**src/rtl/hls_deadlock_chan_monitor.sv**
```systemverilog
// Per-process deadlock monitor: declares a deadlock when a selected AXI-stream
// channel stays blocked for PERSIST consecutive non-idle cycles.
module hls_deadlock_chan_monitor #(
  parameter int                N_AXIS   = 7,
  parameter logic [N_AXIS-1:0] SEL_MASK = 7'b0111000,
  parameter int                PERSIST  = 16,
  parameter int                CNT_W    = 8,
  parameter int                STICKY   = 1
) (
  input  logic              clock,
  input  logic              reset,
  input  logic [N_AXIS-1:0] axis_block_sigs,
  input  logic              proc_idle,
  input  logic              clear,
  output logic              block,
  output logic [N_AXIS-1:0] block_ch,
  output logic [1:0]        state,
  output logic [7:0]        event_cnt
);

  localparam logic [1:0] S_IDLE     = 2'b00;
  localparam logic [1:0] S_SUSPECT  = 2'b01;
  localparam logic [1:0] S_DEADLOCK = 2'b10;

  localparam logic [CNT_W-1:0] CNT_LAST = CNT_W'(PERSIST - 1);
  localparam logic [CNT_W-1:0] CNT_ONE  = CNT_W'(1);

  generate
    if (PERSIST < 1 || PERSIST > (2 ** CNT_W) - 1) begin : g_bad_persist
      $error("hls_deadlock_chan_monitor: PERSIST out of range for CNT_W");
    end
  endgenerate

  logic [N_AXIS-1:0] m;
  logic [N_AXIS-1:0] keep;
  logic [N_AXIS-1:0] snap;
  logic              q;
  logic [CNT_W-1:0]  cnt;

  // snap tracks the channels that have been blocked on every cycle of the
  // current suspicion window; keep is that set narrowed by this cycle's flags.
  always_comb begin
    m    = axis_block_sigs & SEL_MASK;
    q    = (|m) & ~proc_idle;
    keep = snap & m;
  end

  always_ff @(posedge clock) begin
    if (reset) begin
      state     <= S_IDLE;
      block     <= 1'b0;
      block_ch  <= '0;
      event_cnt <= '0;
      cnt       <= '0;
      snap      <= '0;
    end else if (clear) begin
      state    <= S_IDLE;
      block    <= 1'b0;
      block_ch <= '0;
      cnt      <= '0;
      snap     <= '0;
    end else begin
      case (state)
        S_IDLE: begin
          if (q && PERSIST == 1) begin
            state    <= S_DEADLOCK;
            block    <= 1'b1;
            block_ch <= m;
            if (event_cnt != 8'hFF) event_cnt <= event_cnt + 8'd1;
          end else if (q) begin
            state <= S_SUSPECT;
            cnt   <= CNT_ONE;
            snap  <= m;
          end
        end
        S_SUSPECT: begin
          if (!q) begin
            state <= S_IDLE;
            cnt   <= '0;
            snap  <= '0;
          end else if (keep == '0) begin
            // A different channel set is blocked now: start counting afresh.
            cnt  <= CNT_ONE;
            snap <= m;
          end else if (cnt == CNT_LAST) begin
            state    <= S_DEADLOCK;
            block    <= 1'b1;
            block_ch <= keep;
            cnt      <= '0;
            snap     <= '0;
            if (event_cnt != 8'hFF) event_cnt <= event_cnt + 8'd1;
          end else begin
            cnt  <= cnt + CNT_ONE;
            snap <= keep;
          end
        end
        S_DEADLOCK: begin
          if (STICKY == 0 && !q) begin
            state    <= S_IDLE;
            block    <= 1'b0;
            block_ch <= '0;
          end
        end
        default: begin
          state    <= S_IDLE;
          block    <= 1'b0;
          block_ch <= '0;
          cnt      <= '0;
          snap     <= '0;
        end
      endcase
    end
  end

endmodule
```
**config.mk**
```make
export PLATFORM = sky130hd
export DESIGN_NAME = hls_deadlock_chan_monitor
export DESIGN_NICKNAME = d
export VERILOG_FILES = /design/src/rtl/hls_deadlock_chan_monitor.sv
export SDC_FILE = /design/constraint.sdc
export NUM_CORES = 1
export LEC_CHECK = 0
export ABC_AREA = 1
export CAP_MARGIN = 5
export CORE_MARGIN = 5
export CORE_UTILIZATION = 35
export CTS_BUF_LIST = sky130_fd_sc_hd__clkbuf_4
export CTS_CLUSTER_DIAMETER = 200
export CTS_CLUSTER_SIZE = 25
export DETAILED_ROUTE_END_ITERATION = 8
export PLACE_DENSITY = 0.55
export SETUP_SLACK_MARGIN = 0.02
export SYNTH_ARGS = -nofsm -noshare
export SYNTH_HDL_FRONTEND = slang
export SYNTH_SLANG_ARGS = --single-unit
export TNS_END_PERCENT = 30
```
**constraint.sdc**
```tcl
create_clock -name clock -period 3.1 [get_ports clock]
set_clock_uncertainty 0.1 [all_clocks]
set_input_delay 0.31 -clock clock [delete_from_list [all_inputs] [get_ports clock]]
set_output_delay 0.31 -clock clock [all_outputs]
set_load 0.005 [all_outputs]
```
* Yosys cells after proc, flatten, opt, wreduce, memory -nomap -nowiden
Index checks and enable logic that the tools add are counted.
** Word-level totals
- Bits in registers :: 33
- Bits of input ports :: 11
- Output and inout port bits :: 18
- Logic and storage cells :: 57
** Operators by class
- Add/subtract/negate cells :: 2
- Equality and inequality tests :: 10
- Mux-type cells :: 23
- Bitwise logic cells :: 7
- Reductions and logical operators :: 9
** Operator list (number)
- two-way mux 7 bit :: 7
- two-way mux 8 bit :: 4
- case mux 8 bit (3 select lines) :: 1
- case mux 7 bit (3 select lines) :: 1
- adder 8 x 1 -> 8 bit (second input constant) :: 2
- case mux 7 bit (2 select lines) :: 1
- == test 8 x 4 -> 1 bit (second input constant) :: 1
- two-way mux 2 bit :: 4
- inequality test 2 bit (second input constant) :: 4
- inequality test 8 bit (second input constant) :: 1
- AND reduction 4 bit :: 2
- AND 7 x 6 -> 7 bit :: 1
- logical NOT 7 bit :: 1
- inequality test 3 bit (second input constant) :: 2
- case mux 2 bit (3 select lines) :: 1
- AND reduction 6 bit :: 1
- NOT 1 bit :: 5
- OR reduction 2 bit :: 2
- two-way mux 1 bit :: 3
- OR reduction 3 bit :: 1
- == test 2 x 1 -> 1 bit (second input constant) :: 1
- == test 2 bit (second input constant) :: 1
- logical NOT 2 bit :: 1
- case mux 1 bit (2 select lines) :: 1
- other kinds (2) :: 2

* Logic depth before layout (Yosys ltp)
- Word-level depth :: 5
- Gate-level depth with buffers :: 9
- Mapped depth without buffers :: 9

* Least setup slack after synthesis
Ideal clock, no wire load.
- Kind :: reg2reg
- Start :: register cnt[0]
- End :: register event_cnt[6]
- Library setup time :: 0.114 ns
- Arrival time :: 1.223 ns
- Data required time :: 2.886 ns
- Setup slack :: 1.663 ns
- Stages on the path, launching flop included :: 9
- Path buffers :: 0
- Period minus slack after synthesis :: 1.437 ns
- Cells stage by stage :: dfxtp_1 > ha_1 > nand3_2 > nor2_4 > nand2_2 > nor2_8 > nand2_4 > nand2_1 > a21oi_2
** Between the ends
- Cells in the longest elaborated chain, start to end :: 2
** Ends and longest elaborated chain
- start: declaration :: RTL line 38 : logic [CNT_W-1:0] cnt;
- start signal: assignment :: RTL line 93 : cnt <= cnt + CNT_ONE;
- == test 8 x 4 -> 1 bit :: RTL line 85 : end else if (cnt == CNT_LAST) begin
- AND reduction 6 bit (no source line)
- end signal: assignment :: RTL line 69 : if (event_cnt != 8'hFF) event_cnt <= event_cnt + 8'd1;
- end signal: assignment :: RTL line 91 : if (event_cnt != 8'hFF) event_cnt <= event_cnt + 8'd1;
- end: declaration :: RTL line 18 : output logic [7:0] event_cnt
Every way passes these cells.
A chain may end at the register's enable or synchronous reset.

* Final worst setup path
- Start :: register state[0]
- End :: output state[0]
** RTL lines
- start: declaration :: RTL line 17 : output logic [1:0] state,
- start signal: assignment :: RTL line 50 : state <= S_IDLE;
- start signal: assignment :: RTL line 57 : state <= S_IDLE;
- start signal: assignment :: RTL line 66 : state <= S_DEADLOCK;
No word-level cell between the ends.

==> summary.md <==
| Metric | Value |
|---|---|
| Multi-input logic area | roughly 900 um2 |
| Post-synth top area cell | dfxtp_1 |
| Pins Over Slew Limit | 0 |
| Worst reg2reg path depth | 8 |
| Fmax | 566 MHz |
| Routability cong. | a little under 0.8 |
| Yosys warns | 0 |
| 1st-pass router iterations | 4 |
| Ys flop type | dfxtp_1 |
| Register Area | 500 um2 |
| Synthesized area | 0.00152 mm2 |
| I/O pin cnt | 29 |
| HPWL Detailed | 2420 um |
| Run status | finished clean |
| Post-synth ARST share | 0% |
| Setup TNS | 0 ns |
| Hold Vio Cnt, Final | 0 |
| Crit start category | flop |
| Die span in x | 75.9 um |
| Total power | 0.534 mW |
| Area contributors post-synth | dfxtp_1 (33%), nand2_1 (15%), a21oi_1 (7.6%), nand3_1 (6.9%), inv_1 (5.7%) |
| CTS Buffer Depth | 2 |
| Core area | between 0.004 and 0.005 mm2 |
| Average size of a mapped cell | ~7.0 um2 |
| Metal3 WL | 99 um |
| Buffers on Ports | 20 |
| Clk sinks | 25 |
| Delay-heaviest family, CP | buffers and inverters |
| Post-CTS Resized | 0 |
| Skew-Pair Late Insertion Delay | 0.33 ns |
| Setup ws final | 1.33 ns |
| Critical path class | reg2out |
| Global-route usage over all layers | 12.5% |
| Max-Cap Viols | 0 |
| Vias in the first global route | about 1200 |
| Worst Hold Class | reg2reg |
| Post-CTS setup repair buffer count | 0 |
| Hold Path End | block_ch[5]$_SDFFE_PP0P_ |
| CP max FO | 5 |
| Clock root buffer | clkbuf_4 |
| Antenna violations before repair | 0 |
| Hold Startpoint | block_ch[5]$_SDFFE_PP0P_ |
| Worst R2R Start | cnt[0]$_SDFFE_PP0P_ |
| CTS Hold Bufs | 0 |
| Synth Register Bits | 25 |
| Layout cells sized above 1 | 13.0% |
| Syn Inst Count | 217 |
| WP data arrival | around 1.4 ns |
| Buf+Inv Stages, Crit Path | 1 |
| CP endpoint kind | output pin |
| Met1 Wirelength | 1680 um |
| Worst Tran Pin Value | 0.572 ns |
| R2r setup slk | 1.39 ns |
| Starting density of the core | a little over a third |
| Vias | between 1000 and 1500 |
| 1st-iter DRT viols | 60 |
| Detailed Route WL | 3220 um |
| Die height | 75.9 um |
| DR top layer | met4 |
| Slew HR | 61.8% |
| Number of synthesized flops with an enable pin | 0 |
| Post-route DRC | 0 |
| N_diodes | 0 |
| Seq/Total Area, Yosys | 33.0% |
| CTS Buf Count | 3 |
| Top cell type's share of synthesized area | 33.0% |
| Maximum vdd drop | 105 uV |
| First-pass GRT wire length | 5580 um |
| Final period util | 57.0% |
| Via density | ~4.6 |
| Req. time, crit path | 2.69 ns |
| Filler instances | 464 |
| Crit path time final | 1.77 ns |
| Wire length on met2 | 1420 um |
| Largest net degree at the start of global routing | 17 |
| Leakage | around 0.73 nW |
| RSZ-0062 raised after global routing | no |
| CTS tree | done |
| Slowest stage delay, CP | 0.55 ns |
| Worst Hold Path Cells | 2 |
| Wirelength per Cell | about 11 um |
| Die area | 0.00575 mm2 |
| Critical path's slowest cell | clkdlybuf4s50_1 |
| Power Dens Cells | roughly 300 mW/mm2 |
| Reg2reg end | block_ch[4]$_SDFFE_PP0P_ |
| Ordered cell list for the critical path | clkdlybuf4s50_1 |
| Inst Count DP | ~290 |
| Post-Layout Cell Count | 290 |
| Distinct cells, synth | 32 |
| Post-route ant nets | 0 |
| Gr ovfl total | 0 |
| Row count | 24 |
| Clock slew at reported path FFs | 0.15 ns |
| Area delta synth->final | 17.1% |
| Setup Viol. Count Final | 0 |
| H-tree levels | 1 |
| Total Nets Final | 252 |
| Dpl ws | 1.11 ns |
-- synth_stat cells, types with 3 or more instances --
cell	instances
nand2_2	5
inv_1	23
nor2_4	4
nand2_4	4
nor2_2	3
nor2_1	13
a21oi_1	23
buf_4	4
xnor2_1	3
nand3_1	21
dfxtp_1	25
nand2_1	62
-- power by group --
group | switching [mW] | total (mW) | internal (mW)
combinational | 0.0357 | 0.0544 | 0.0187
clock | 0.104 | 0.153 | 0.0483
sequential | 0.00265 | 0.327 | 0.324
total | 0.143 | 0.534 | 0.391
-- state kept, by name, indices dropped and copies added (netlist names) --
register / flops
snap: 3
cnt: 8
block: 1
state: 2
block_ch: 3
event_cnt: 8
-- through the flow --
stage          hold slack (ns)  cell area, um2  util, %
2_1_floorplan            0.354            1530        -
3_3_place_gp             0.368            1750     40.7
3_5_place_dp             0.375            1750     40.7
4_1_cts                  0.396            1780     41.4
5_1_grt                  0.424            1780     41.4
6_report                 0.394            1780     41.4
-- logic make-up after synthesis --
family,count (synthesis),synth area share [%]
compound gates,28,10.7
other cells,1,0.247
xor+xnor,5,2.89
buf+inv,31,9.15
simple gates,125,42.4
fa+ha+maj,2,1.65
flops,25,33.0
-- area by class of cell --
cell class / instances / share of cell area (%)
multi-input combinational: 164 / 50.1
clock buffer: 3 / 1.27
clock inverter: 1 / 0.282
tap: 52 / 3.66
inverter: 25 / 5.28
sequential: 25 / 28.2
timing repair buffer: 20 / 11.3
-- routing by layer --
| layer | up-vias | global-route usage (%) |
|---|---|---|
| met1 | 601 | 17.3 |
| met5 | - | 0 |
| met4 | 0 | 4.08 |
| met3 | 2 | 1.98 |
| li1 | 725 | - |
| met2 | 14 | 19.9 |
-- worst max path at each step --
stage / startpoint / to / slack, ns / cells after the start
4_1_cts: state[0]$_SDFFE_PP0P_ / state[0] / 1.29 / 1
2_1_floorplan: cnt[0]$_SDFFE_PP0P_ / event_cnt[6]$_SDFFE_PP0P_ / 1.66 / 8
3_3_place_gp: axis_block_sigs[3] / cnt[4]$_SDFFE_PP0P_ / 1.11 / 8
5_1_grt: cnt[0]$_SDFFE_PP0P_ / block_ch[4]$_SDFFE_PP0P_ / 1.21 / 8
3_5_place_dp: axis_block_sigs[3] / cnt[4]$_SDFFE_PP0P_ / 1.11 / 8
6_report: state[0]$_SDFFE_PP0P_ / state[0] / 1.33 / 1
-- layout by cell type, fill, tap and decap left out, drive strengths merged, types with 2 or more instances in the layout --
| cell type | instances |
|---|---|
| nand2 | 71 |
| dfxtp | 25 |
| inv | 25 |
| a21oi | 25 |
| nand3 | 23 |
| nor2 | 21 |
| clkdlybuf4s50 | 20 |
| conb | 4 |
| nor3 | 4 |
| xnor2 | 3 |
| clkbuf | 3 |
| o21bai | 2 |
| xor2 | 2 |
| nand4 | 2 |
| ha | 2 |
No activity file was read; power rests on OpenSTA's default activity.
